### src/rtl/kbd_pkg.sv
// kbd_pkg: shared decoder states and PS/2 scan-code constants.
package kbd_pkg;

    // Decoder states; PAUSE swallows the fixed-length Pause/Break tail.
    typedef enum logic [2:0] {
        ST_IDLE    = 3'd0,
        ST_EXT     = 3'd1,
        ST_BRK     = 3'd2,
        ST_EXT_BRK = 3'd3,
        ST_PAUSE   = 3'd4
    } kbd_state_t;

    // Prefix bytes
    localparam logic [7:0] PFX_E0 = 8'hE0;
    localparam logic [7:0] PFX_F0 = 8'hF0;
    localparam logic [7:0] PFX_E1 = 8'hE1;

    // Keyboard housekeeping bytes (BAT ok, ACK, echo, resend, errors)
    localparam logic [7:0] HK_BAT    = 8'hAA;
    localparam logic [7:0] HK_ACK    = 8'hFA;
    localparam logic [7:0] HK_ECHO   = 8'hEE;
    localparam logic [7:0] HK_RESEND = 8'hFE;
    localparam logic [7:0] HK_ERR0   = 8'h00;
    localparam logic [7:0] HK_ERR1   = 8'hFF;

    // Left and right shift make codes
    localparam logic [7:0] SHIFT_L = 8'h12;
    localparam logic [7:0] SHIFT_R = 8'h59;

    // Bytes following E1 in the Pause sequence
    localparam logic [2:0] PAUSE_SKIP = 3'd7;

    function automatic logic is_housekeeping(input logic [7:0] b);
        return (b == HK_BAT) || (b == HK_ACK) || (b == HK_ECHO) ||
               (b == HK_RESEND) || (b == HK_ERR0) || (b == HK_ERR1);
    endfunction

endpackage

### src/rtl/kbd_ascii_lut.sv
// kbd_ascii_lut: combinational scan-code set 2 to ASCII translation.
// Letters honour shift; digits, space, enter and backspace are fixed.
// Extended, break and unmapped codes translate to 0x00.
module kbd_ascii_lut
    import kbd_pkg::*;
(
    input  logic [7:0] code,
    input  logic       ext,
    input  logic       brk,
    input  logic       shift,
    output logic [7:0] ascii
);

    logic [7:0] lower;

    // Map a make code to its unshifted character.
    always_comb begin
        lower = 8'h00;
        case (code)
            8'h1C: lower = 8'h61; 8'h32: lower = 8'h62; 8'h21: lower = 8'h63;
            8'h23: lower = 8'h64; 8'h24: lower = 8'h65; 8'h2B: lower = 8'h66;
            8'h34: lower = 8'h67; 8'h33: lower = 8'h68; 8'h43: lower = 8'h69;
            8'h3B: lower = 8'h6A; 8'h42: lower = 8'h6B; 8'h4B: lower = 8'h6C;
            8'h3A: lower = 8'h6D; 8'h31: lower = 8'h6E; 8'h44: lower = 8'h6F;
            8'h4D: lower = 8'h70; 8'h15: lower = 8'h71; 8'h2D: lower = 8'h72;
            8'h1B: lower = 8'h73; 8'h2C: lower = 8'h74; 8'h3C: lower = 8'h75;
            8'h2A: lower = 8'h76; 8'h1D: lower = 8'h77; 8'h22: lower = 8'h78;
            8'h35: lower = 8'h79; 8'h1A: lower = 8'h7A;
            8'h45: lower = 8'h30; 8'h16: lower = 8'h31; 8'h1E: lower = 8'h32;
            8'h26: lower = 8'h33; 8'h25: lower = 8'h34; 8'h2E: lower = 8'h35;
            8'h36: lower = 8'h36; 8'h3D: lower = 8'h37; 8'h3E: lower = 8'h38;
            8'h46: lower = 8'h39;
            8'h29: lower = 8'h20; 8'h5A: lower = 8'h0D; 8'h66: lower = 8'h08;
            default: lower = 8'h00;
        endcase
    end

    // Apply shift to letters and suppress extended/break events.
    always_comb begin
        ascii = lower;
        if (ext || brk)
            ascii = 8'h00;
        else if (shift && lower >= 8'h61 && lower <= 8'h7A)
            ascii = lower - 8'h20;
    end

endmodule

### src/rtl/kbd_scan_decoder.sv
// kbd_scan_decoder: PS/2 scan-code byte stream to key events.
// Optional macro KBD_ASCII_EN adds a registered evt_ascii output.
//
// Event handshake: evt_valid stays high with evt_code/ext/brk stable until a
// cycle with evt_valid && evt_ready; that cycle transfers the event and may
// load a new one in the same edge. A new event arriving while the register is
// full and not being drained is dropped and sets the sticky overrun flag.
module kbd_scan_decoder
    import kbd_pkg::*;
#(
    parameter int TIMEOUT_CYCLES = 1000000,
    parameter int CNT_W          = 20
) (
    input  logic       clk,
    input  logic       rst_n,
    input  logic [7:0] code_in,
    input  logic       code_valid,
    input  logic       evt_ready,
    output logic       evt_valid,
    output logic [7:0] evt_code,
    output logic       evt_ext,
    output logic       evt_brk,
    output logic       shift,
`ifdef KBD_ASCII_EN
    output logic [7:0] evt_ascii,
`endif
    output logic       overrun,
    output logic       timeout
);

    localparam logic [CNT_W-1:0] CNT_LAST = CNT_W'(TIMEOUT_CYCLES - 1);
    localparam logic [CNT_W-1:0] CNT_MAX  = '1;

    kbd_state_t       state_q, state_d;
    logic [2:0]       skip_q, skip_d;
    logic [CNT_W-1:0] cnt_q, cnt_d;
    logic             gen_evt, gen_ext, gen_brk;
    logic [7:0]       gen_code;
    logic             to_fire;
    logic             from_idle;
    logic             shift_l, shift_r;
    logic             load;

    // BRK/EXT_BRK seeing E0/E1 is a protocol error: decode that byte afresh.
    assign from_idle = (state_q == ST_IDLE) ||
                       (((state_q == ST_BRK) || (state_q == ST_EXT_BRK)) &&
                        ((code_in == PFX_E0) || (code_in == PFX_E1)));

    // Next state, event generation and prefix timeout.
    always_comb begin
        state_d  = state_q;
        skip_d   = skip_q;
        cnt_d    = cnt_q;
        gen_evt  = 1'b0;
        gen_code = code_in;
        gen_ext  = 1'b0;
        gen_brk  = 1'b0;
        to_fire  = 1'b0;
        if (code_valid) begin
            cnt_d = '0;
            if (state_q == ST_PAUSE) begin
                if (skip_q == 3'd1) begin
                    gen_evt  = 1'b1;
                    gen_code = PFX_E1;
                    state_d  = ST_IDLE;
                end else begin
                    skip_d = skip_q - 3'd1;
                end
            end else if (from_idle) begin
                state_d = ST_IDLE;
                if (code_in == PFX_E0)
                    state_d = ST_EXT;
                else if (code_in == PFX_F0)
                    state_d = ST_BRK;
                else if (code_in == PFX_E1) begin
                    state_d = ST_PAUSE;
                    skip_d  = PAUSE_SKIP;
                end else if (!is_housekeeping(code_in))
                    gen_evt = 1'b1;
            end else if (state_q == ST_EXT) begin
                if (code_in == PFX_F0)
                    state_d = ST_EXT_BRK;
                else if (code_in != PFX_E0) begin
                    gen_evt = 1'b1;
                    gen_ext = 1'b1;
                    state_d = ST_IDLE;
                end
            end else begin
                gen_evt = 1'b1;
                gen_ext = (state_q == ST_EXT_BRK);
                gen_brk = 1'b1;
                state_d = ST_IDLE;
            end
        end else if (state_q != ST_IDLE) begin
            if (cnt_q == CNT_LAST) begin
                to_fire = 1'b1;
                state_d = ST_IDLE;
                cnt_d   = '0;
            end else if (cnt_q != CNT_MAX) begin
                cnt_d = cnt_q + 1'b1;
            end
        end else begin
            cnt_d = '0;
        end
    end

    // Decoder state, pause skip count, timeout counter and pulse.
    always_ff @(posedge clk or negedge rst_n) begin
        if (!rst_n) begin
            state_q <= ST_IDLE;
            skip_q  <= 3'd0;
            cnt_q   <= '0;
            timeout <= 1'b0;
        end else begin
            state_q <= state_d;
            skip_q  <= skip_d;
            cnt_q   <= cnt_d;
            timeout <= to_fire;
        end
    end

    // Shift tracking on every generated non-extended event, kept or dropped.
    always_ff @(posedge clk or negedge rst_n) begin
        if (!rst_n) begin
            shift_l <= 1'b0;
            shift_r <= 1'b0;
        end else if (gen_evt && !gen_ext) begin
            if (gen_code == SHIFT_L) shift_l <= !gen_brk;
            if (gen_code == SHIFT_R) shift_r <= !gen_brk;
        end
    end

    assign shift = shift_l | shift_r;
    assign load  = gen_evt && (!evt_valid || evt_ready);

`ifdef KBD_ASCII_EN
    logic [7:0] lut_ascii;

    kbd_ascii_lut u_ascii (
        .code  (gen_code),
        .ext   (gen_ext),
        .brk   (gen_brk),
        .shift (shift),
        .ascii (lut_ascii)
    );

    // ASCII travels with the event it was computed for.
    always_ff @(posedge clk or negedge rst_n) begin
        if (!rst_n)
            evt_ascii <= 8'h00;
        else if (load)
            evt_ascii <= lut_ascii;
    end
`endif

    // One-deep event holding register with sticky overrun.
    always_ff @(posedge clk or negedge rst_n) begin
        if (!rst_n) begin
            evt_valid <= 1'b0;
            evt_code  <= 8'h00;
            evt_ext   <= 1'b0;
            evt_brk   <= 1'b0;
            overrun   <= 1'b0;
        end else if (load) begin
            evt_valid <= 1'b1;
            evt_code  <= gen_code;
            evt_ext   <= gen_ext;
            evt_brk   <= gen_brk;
        end else begin
            if (gen_evt)
                overrun <= 1'b1;
            if (evt_ready)
                evt_valid <= 1'b0;
        end
    end

endmodule
### config.mk
export PLATFORM = sky130hd
export DESIGN_NAME = kbd_scan_decoder
export DESIGN_NICKNAME = d
export VERILOG_FILES = /design/src/rtl/kbd_pkg.sv /design/src/rtl/kbd_ascii_lut.sv /design/src/rtl/kbd_scan_decoder.sv
export SDC_FILE = /design/constraint.sdc
export NUM_CORES = 1
export LEC_CHECK = 0
export ABC_AREA = 1
export BUFFER_PORTS_ARGS = -buffer_cell sky130_fd_sc_hd__buf_2
export CAP_MARGIN = 20
export CORE_AREA = 2 2 71 73
export DETAILED_ROUTE_END_ITERATION = 8
export DIE_AREA = 0 0 73 75
export PLACE_DENSITY = 0.77
export SLEW_MARGIN = 20
export SYNTH_ARGS = -nofsm -noshare
export SYNTH_HDL_FRONTEND = slang
export SYNTH_HIERARCHICAL = 1
export SYNTH_SLANG_ARGS = --single-unit
### constraint.sdc
create_clock -name clk -period 1.96 [get_ports clk]
set_input_delay 0.196 -clock clk [delete_from_list [all_inputs] [get_ports clk]]
set_output_delay 0.196 -clock clk [all_outputs]
set_load 0.005 [all_outputs]
### Word level (Yosys, flattened, before mapping)

Cells that the tools add are included.

| storage, ports and cells | value |
|---|---|
| register bits | 41 |
| bits in latches | 0 |
| bits in writable memories | 0 |
| memory bits (read-only) | 0 |
| logic and storage cells | 116 |
| memories kept | 0 |

| operators by class | value |
|---|---|
| $add $sub $neg | 2 |
| $mul | 0 |
| divide/modulo/power cells | 0 |
| $lt $le $gt $ge | 0 |
| equal/unequal tests | 24 |
| shift-type cells | 0 |
| multiplexer cells | 49 |
| bitwise operators | 2 |
| reduce and logical (&&, ||, !) cells | 28 |

Operator list:

| cell | count |
|---|---|
| 20-bit two-way mux | 4 |
| 8-bit equality test, second input constant | 8 |
| 3-bit two-way mux | 18 |
| 1-bit two-way mux | 24 |
| 8-bit two-way mux | 3 |
| 20-bit by 1-bit adder with 20-bit output, second input constant | 1 |
| 20-bit equality test, second input constant | 1 |
| 20-bit inequality test, second input constant | 1 |
| 2-bit nonzero test | 5 |
| 1-bit logical OR | 9 |
| 8-bit by 5-bit equality test with 1-bit output, second input constant | 1 |
| 8-bit by 7-bit equality test with 1-bit output, second input constant | 1 |
| 8-bit logical NOT | 1 |
| 8-bit inequality test, second input constant | 1 |
| 3-bit by 1-bit equality test with 1-bit output, second input constant | 2 |
| 3-bit by 2-bit equality test with 1-bit output, second input constant | 2 |
| 2-bit inequality test, second input constant | 3 |
| 6-bit by 5-bit inequality test with 1-bit output, second input constant | 1 |
| 2-bit AND reduction | 3 |
| 6-bit AND reduction | 1 |
| 4-bit by 2-bit inequality test with 1-bit output, second input constant | 1 |
| 4-bit AND reduction | 1 |
| 3-bit equality test, second input constant | 1 |
| 1-bit logical AND | 3 |
| 7 further kinds | 9 |

### Logic depth before layout (Yosys ltp)

Gate-level depths: netlist (run 1).

| logic depth | value |
|---|---|
| depth in word-level cells | 16 |
| depth in mapped cells | 14 |
| depth with buffers taken out | 14 |

### Worst setup path after synthesis (run 1)

Ideal clock, no wire load.

| path | value |
|---|---|
| path type | reg-to-reg |
| start | reg cnt_q[0] |
| end | reg cnt_q[7] |
| data arrival time | 1485 ps |
| data required time | 1850 ps |
| slack | 365 ps |
| stages on the path, launching flop included | 9 |
| cell sequence | dfrtp_1 > ha_1 > nand2_1 > nor2_2 > nand2_1 > clkinv_1 > nand4_2 > buf_2 > o41ai_1 |

| between the ends | value |
|---|---|
| longest elaborated chain between the ends | 5 |
| elaborated cells on any way between the ends | 8 |
| classes of those cells | 1 x add/sub; 3 x eq/ne; 4 x mux |

RTL lines:

| what | RTL line | source |
|---|---|---|
| start, declared | kbd_scan_decoder.sv:36 | `logic [CNT_W-1:0] cnt_q, cnt_d;` |
| start signal, assigned | kbd_scan_decoder.sv:117 | `cnt_q <= cnt_d;` |
| 20-bit by 1-bit adder with 20-bit output | kbd_scan_decoder.sv:100 | `cnt_d = cnt_q + 1'b1;` |
| 20-bit two-way mux | kbd_scan_decoder.sv:99 | `end else if (cnt_q != CNT_MAX) begin` |
| 20-bit two-way mux | kbd_scan_decoder.sv:95 | `if (cnt_q == CNT_LAST) begin` |
| 20-bit two-way mux | kbd_scan_decoder.sv:94 | `end else if (state_q != ST_IDLE) begin` |
| 20-bit two-way mux | kbd_scan_decoder.sv:59 | `if (code_valid) begin` |

Several ways; a longest one is shown, not always the timed one. The select of a mux whose other input is x is not followed.
A chain may end at the register's enable or synchronous reset.

### Final worst setup path (run 1)

| path | value |
|---|---|
| start | reg cnt_q[1] |
| end | reg cnt_q[1] |

Same word-level chain as after synthesis.

==> results.ini, run 1 <==
[run_status]
status = finished clean

[global_route]
track_usage_pct = 24.7
grt_pass1_wl_mm = 10.4
grt_max_degree = 42
antenna_found_initial = 0
grt_overflow = 0
grt_pass1_vias = 2334

[sta]
skew_ps = 4.00
period_minus_slack_ps = 1830
final.period_utilization_pct = 93.2
rsz0062_at_grt = true
worstMarginPinSlew_ps = 817
maxSlewViolCount = 0
final-hold-violation-count = 0
final-setup-viol-count = 0
relSlewSlack_pct = 45.3
max_freq_mhz = 548

[critical_path]
rrSetupSlack_ps = 130
r2r_cells = 7
cp.arrival_ps = 2010
endpoint_kind = flip-flop
critPathSlowestCell = dfrtp_1
cp_common_cell = nand3_1
endpoint = cnt_q[1]
max_stage_delay_ps = 410
crit_family = simple AND/OR/NAND/NOR gates
path_max_fanout = 6
crit_path_start_kind = flip-flop
reg2reg_from = cnt_q[1]
reg2reg_to = cnt_q[1]
crit_type = flip-flop to flip-flop
path_depth = 7
crit_start = cnt_q[1]
cp.required_ps = 2140
cp.buffers_inverters = 0
critical_path.cell_chain = ha_2, nand3_1, nor4_2, and3_1, nor2_1, nand3_1, nand2_1

[placement]
hpwl_mm = 4.69
postPlaceCellArea_mm2 = 0.00288
port-buffer-count = 25
gp_congestion = 0.966
dp_cells = 451

[clocking]
cts-root-buf = clkbuf_8
clk_pin_slew_worst_paths_ps = 80
clk_latency_ps = 290
cts_buffers = 5
cts_buffer_depth = 2
htreeDepth = 2
cts_tree = built
numClockSinks = 41

[cells_and_area]
layout_common_cells = 86 x nand2_1, 44 x nor2_1, 41 x inv_1, 41 x dfrtp_1, 28 x nand3_1
antenna_cells = 0
final_area_mm2 = 0.00300
fin_util_pct = 64.3
fin_cells = 460
final_common_cell = nand2_1
drive_gt1_share_pct = 19.7
fin_nets = 420
syn2layout_area_growth_pct = 12.7

[drt]
wirelength_mm = 6.05
drtIter0Drc = 151
drc = 0
wl_per_cell_um = 13.1
vias = 2511
dr.pass1.iters = 4
vias_per_cell = 5.46
ant_nets = 0

[power_and_ir_drop]
leakage_nw = 1.52
ir_drop_v = 0.000411
sw_frac_of_total_pct = 29.4
intPower_mw = 1.29
p_clk_share_pct = 32.0
powerDensity_mw_per_mm2 = 608
power_switching_mw = 0.537
p_seq_share_pct = 50.2
comb_power_share_pct = 17.8

[floorplan]
fp-row-count = 25
core-area_mm2 = 0.00466
fp.dieH_um = 75
dieArea_mm2 = 0.00548
initial_core_util_pct = 57.0
die_w_um = 73
pin_count = 26

[synthesis]
synth-seq-area-share_pct = 38.6
ys_async_sr_fraction_pct = 100
synth-seq-cells = 41
synth_cell_type_count = 39
netlist_area_mm2 = 0.00266
synth_largest_area_cell = dfrtp_1
ys.warnings.count = 6
avgSynthCellArea_um2 = 7.19
synthTopCellsByArea = dfrtp_1 39%, nand2_1 12%, nor2_1 6.2%
synth.top_cell.area_share_pct = 38.6
synth_edf_count = 0
postSynthCellCount = 370
synth_ff_type = dfrtp_1
synth_fp_nets = 385

[worst_hold_path]
hold_path.class = input port to flip-flop

[run]
maxCapViolations = 0

==> state kept, by name, indices dropped and copies added (netlist names) <==
name,flops
shift_r,1
evt_code,8
evt_brk,1
evt_ext,1
timeout,1
state_q,3
skip_q,3
shift_l,1
cnt_q,20
evt_valid,1
overrun,1
==> metrics by stage <==
step | worst slack, ps | total power [mW] | hold slack (ps) | setup TNS, ps
after floorplan | 365 | 1.13 | -99.6 | 0
after global placement | 138 | 1.25 | 288 | 0
after detailed placement | 127 | 1.26 | 293 | 0
after CTS | 105 | 1.84 | 65.6 | 0
after global routing | -9.28 | 1.93 | 77.6 | -9.28
final | 134 | 1.82 | 73.1 | 0
==> worst min-delay path by stage <==
stage,start,endpoint,slack [ps],cells past startpoint
3_5_place_dp,rst_n,cnt_q[11],290,2
2_1_floorplan,rst_n,cnt_q[0],-100,0
6_report,evt_ready,evt_valid,70,2
4_1_cts,evt_ready,evt_valid,70,2
5_1_grt,evt_ready,evt_valid,80,2
3_3_place_gp,rst_n,cnt_q[13],290,2
==> per-layer routing <==
| metal | GRT usage [%] | routed length (um) |
|---|---|---|
| met1 | 31.2 | 2630 |
| met2 | 41.0 | 2940 |
| met3 | 4.95 | 295 |
| met4 | 11.1 | 182 |
| met5 | 0 | 0 |
==> power groups by stage <==
stage          clock network [mW]  logic (mW)  registers [mW]
4_1_cts                     0.595       0.328           0.915
2_1_floorplan                   0       0.194           0.936
5_1_grt                     0.634       0.374           0.921
6_report                    0.584       0.324           0.914
3_5_place_dp                    0       0.325           0.932
3_3_place_gp                    0       0.321           0.930
==> synthesized netlist by cell type, types with 2 or more instances <==
cell,count
ha_1,3
dfrtp_1,41
a31o_2,2
xor2_1,4
nor2_4,2
nor4_1,3
nand2_1,86
inv_1,41
xnor2_1,2
nor2_1,44
nand2_4,3
nand2_2,8
nand3_1,29
buf_2,2
o21ai_0,15
nand3b_1,3
nand4_1,13
nor2_2,7
or2_2,4
inv_2,6
o21ai_1,21
clkbuf_1,3
nor3_1,11
a22oi_1,2
==> cell type report <==
| type | instances | area [um2] |
|---|---|---|
| Multi-Input combinational cell | 275 | 1430 |
| Clock buffer | 6 | 82.6 |
| Clock inverter | 2 | 13.8 |
| Sequential cell | 41 | 1030 |
| Fill cell | 418 | 1670 |
| Inverter | 48 | 180 |
| Timing Repair Buffer | 34 | 195 |
| Tap cell | 54 | 67.6 |
==> kinds of logic after synthesis <==
logic type               synth area share [%]
XOR/XNOR                                 1.98
AND/OR/NAND/NOR                          38.9
adder cells (fa/ha/maj)                  1.41
flip-flops                               38.6
multiplexers                            0.376
buffers and inverters                    8.14
AO/OA/AOI/OAI                            10.6
==> worst reg2reg max path, stage by stage (launching register included) <==
cell	delay, ps
dfrtp_1	410
ha_2	250
nand3_1	200
nor4_2	250
and3_1	310
nor2_1	130
nand3_1	90
nand2_1	70
==> what timing repair did <==
item,4_1_cts,5_1_grt
hold endpoints to repair,41,0
endpoints found under the setup margin,0,8
resized for setup,0,3
buffers inserted,0,0
hold buffers,1,0
No activity file was read; power rests on OpenSTA's default activity.
==> run 2: changes to the inputs <==
--- a/config.mk
+++ b/config.mk
@@ -6,13 +6,15 @@
 export NUM_CORES = 1
 export LEC_CHECK = 0
 export ABC_AREA = 1
-export BUFFER_PORTS_ARGS = -buffer_cell sky130_fd_sc_hd__buf_2
+export BUFFER_PORTS_ARGS = -buffer_cell sky130_fd_sc_hd__clkbuf_2
 export CAP_MARGIN = 20
-export CORE_AREA = 2 2 71 73
+export CELL_PAD_IN_SITES_DETAIL_PLACEMENT = 1
+export CELL_PAD_IN_SITES_GLOBAL_PLACEMENT = 2
+export CORE_AREA = 2 2 92 94
 export DETAILED_ROUTE_END_ITERATION = 8
-export DIE_AREA = 0 0 73 75
-export PLACE_DENSITY = 0.77
-export SLEW_MARGIN = 20
+export DIE_AREA = 0 0 94 96
+export PLACE_DENSITY_LB_ADDON = 0.1
+export SLEW_MARGIN = 30
 export SYNTH_ARGS = -nofsm -noshare
 export SYNTH_HDL_FRONTEND = slang
 export SYNTH_HIERARCHICAL = 1
==> run 2 against run 1 <==
Hold slack improved by 9.0 ps. Global-route usage down 5.5 points. Final area up 4.6%. Worst setup slack got worse by 10 ps. Sequential share of layout area shrank 1.5 points. Final cell count up 13%. Clock power is 0.7% higher. Maximum frequency fell by 0.55%. Critical endpoint is now cnt_q[2].
==> results.ini, run 2 (same netlist as run 1, synthesis figures left out) <==
[run_status]
status = finished clean  ; unchanged

[worst_hold_path]
hp-start = evt_ready  ; unchanged
hold_path.class = input port to flip-flop  ; unchanged

[critical_path]
cp.required_ps = 2140  ; about the same
reg2reg_from = cnt_q[13]  ; was cnt_q[1]
cp.arrival_ps = 2020  ; was 2010 ps
cp_common_cell = nor2_1  ; was nand3_1
crit_path_start_kind = flip-flop  ; unchanged
cp.buffers_inverters = 2  ; was 0
crit_type = flip-flop to flip-flop  ; unchanged
path_max_fanout = 5  ; was 6
max_stage_delay_ps = 450  ; was 410 ps
endpoint_kind = flip-flop  ; unchanged
critPathSlowestCell = nor4_1  ; was dfrtp_1
crit_family = simple AND/OR/NAND/NOR gates  ; unchanged
crit_start = cnt_q[13]  ; was cnt_q[1]
critical_path.cell_chain = inv_1, nand2_1, nor4_1, and3_1, nor2_1, buf_4, o21ai_0, nor2_1  ; was ha_2, nand3_1, nor4_2, and3_1, nor2_1, nand3_1, nand2_1

[cells_and_area]
syn2layout_area_growth_pct = 17.8  ; was 12.7%
largest_reg_flops = 20  ; unchanged
drive_gt1_share_pct = 21.3  ; was 19.7%
layout_common_cells = 85 x nand2_1, 44 x nor2_1, 41 x inv_1, 41 x dfrtp_1, 28 x nand3_1  ; was 86 x nand2_1, 44 x nor2_1, 41 x inv_1, 41 x dfrtp_1, 28 x nand3_1
fin_cells = 518  ; was 460
final_area_mm2 = 0.00313  ; was 0.00300 mm2
antenna_cells = 0  ; unchanged
reg_top3 = cnt_q x20, evt_code x8  ; unchanged
final_common_cell = nand2_1  ; unchanged
fin_nets = 428  ; was 420
max_flop_register = cnt_q  ; unchanged

[sta]
relSlewSlack_pct = 42.7  ; was 45.3%
worstMarginPinSlew_ps = 856  ; was 817 ps
max_freq_mhz = 545  ; was 548 MHz
whs_ps = 82.1  ; was 73.1 ps
final-hold-violation-count = 0  ; unchanged
final-setup-viol-count = 0  ; unchanged
fin_tns_setup_ps = 0  ; unchanged
rsz0062_at_grt = false  ; was true
skew_ps = 8.81  ; was 4.00 ps
period_minus_slack_ps = 1840  ; was 1830 ps
maxSlewViolCount = 0  ; unchanged
final.period_utilization_pct = 93.7  ; was 93.2%

[global_route]
grt_use_met2_pct = 36.8  ; was 41.0%
antenna_found_initial = 0  ; unchanged
grt_overflow = 0  ; unchanged
grt_pass1_wl_mm = 13.4  ; was 10.4 mm
grt_max_degree = 42  ; unchanged
met1_usage_pct = 21.6  ; was 31.2%
grt_pass1_vias = 2723  ; was 2334
top_usage_layer = met2  ; unchanged
grt_use_met3_pct = 2.66  ; was 4.95%
track_usage_pct = 19.1  ; was 24.7%

[clocking]
cts_buffers = 5  ; unchanged
cts_buffer_depth = 2  ; unchanged
clk_pin_slew_worst_paths_ps = 90  ; was 80 ps
htreeDepth = 2  ; unchanged
cts-root-buf = clkbuf_8  ; unchanged
numClockSinks = 41  ; unchanged
clk_latency_ps = 300  ; was 290 ps
cts_tree = built  ; unchanged

[drt]
ant_nets = 0  ; unchanged
drtIter0Drc = 32  ; was 151
wirelength_mm = 8.13  ; was 6.05 mm
vias_per_cell = 5.03  ; was 5.46
wl_per_cell_um = 15.7  ; was 13.1 um
vias = 2603  ; was 2511
dr.pass1.iters = 4  ; unchanged
drc = 0  ; unchanged

[power_and_ir_drop]
finalPower_mw = 1.85  ; was 1.82 mW
ir_drop_v = 0.000253  ; was 0.000411 V
leakage_nw = 1.56  ; was 1.52 nW
powerDensity_mw_per_mm2 = 591  ; was 608 mW/mm2

[floorplan]
pin_count = 26  ; unchanged
die_w_um = 94  ; was 73 um
initial_core_util_pct = 33.0  ; was 57.0%
core-area_mm2 = 0.00805  ; was 0.00466 mm2
fp-row-count = 33  ; was 25
fp.dieH_um = 96  ; was 75 um
dieArea_mm2 = 0.00902  ; was 0.00548 mm2

[placement]
gp_congestion = 0.817  ; was 0.966
hpwl_mm = 6.33  ; was 4.69 mm
dp_cells = 508  ; was 451
port-buffer-count = 25  ; unchanged
postPlaceCellArea_mm2 = 0.00300  ; was 0.00288 mm2

[run]
maxCapViolations = 0  ; unchanged

-- run 2: cell type report --
| class | instances | area (um2) |
|---|---|---|
| Multi-Input combinational cell | 275 | 1440 |
| Sequential cell | 41 | 1030 |
| Clock buffer | 6 | 82.6 |
| Tap cell | 105 | 131 |
| Fill cell | 1045 | 4920 |
| Timing Repair Buffer | 42 | 268 |
| Clock inverter | 1 | 7.51 |
| Inverter | 48 | 180 |
-- run 2: what timing repair did --
action	CTS	global route
hold endpoints to repair	29	0
setup buffers	0	2
hold buffers	1	0
setup endpoints to repair	0	14
gates resized for setup	0	5
-- run 2: worst reg2reg max path, stage by stage (launching register included) --
cell     delay (ps)
dfrtp_1         440
inv_1           100
nand2_1          50
nor4_1          450
and3_1          310
nor2_1           50
buf_4           150
o21ai_0         100
nor2_1           60
-- run 2: worst paths after layout --
check | end | slack, ps | cells after the start
setup / recovery | cnt_q[2] | 120 | 8
hold / removal | evt_valid | 80 | 2
setup reg to reg | cnt_q[2] | 120 | 8
hold reg to reg | shift_l | 480 | 2
max in group asynchronous | state_q[2] | 1070 | 3
min in group asynchronous | cnt_q[13] | 490 | 3
-- run 2: metrics by stage --
| step | setup slack, ps | util [%] |
|---|---|---|
| after floorplan | 365 | - |
| after global placement | 80.0 | 37.2 |
| after detailed placement | 43.2 | 37.2 |
| after CTS | 30.9 | 38.5 |
| after global routing | 5.49 | 38.9 |
| final | 124 | 38.9 |
-- run 2: per-layer routing --
metal,share of wire (%),wire length [um]
met5,0,0
met4,2.3,184
met1,42,3380
met3,2.4,193
met2,54,4380
-- run 2: report_power, final --
part | total [mW] | leakage [nW] | internal (mW) | switching (mW)
Clock | 0.588 | 0.0433 | 0.279 | 0.309
Combinational | 0.345 | 0.978 | 0.115 | 0.230
Sequential | 0.917 | 0.537 | 0.890 | 0.0267
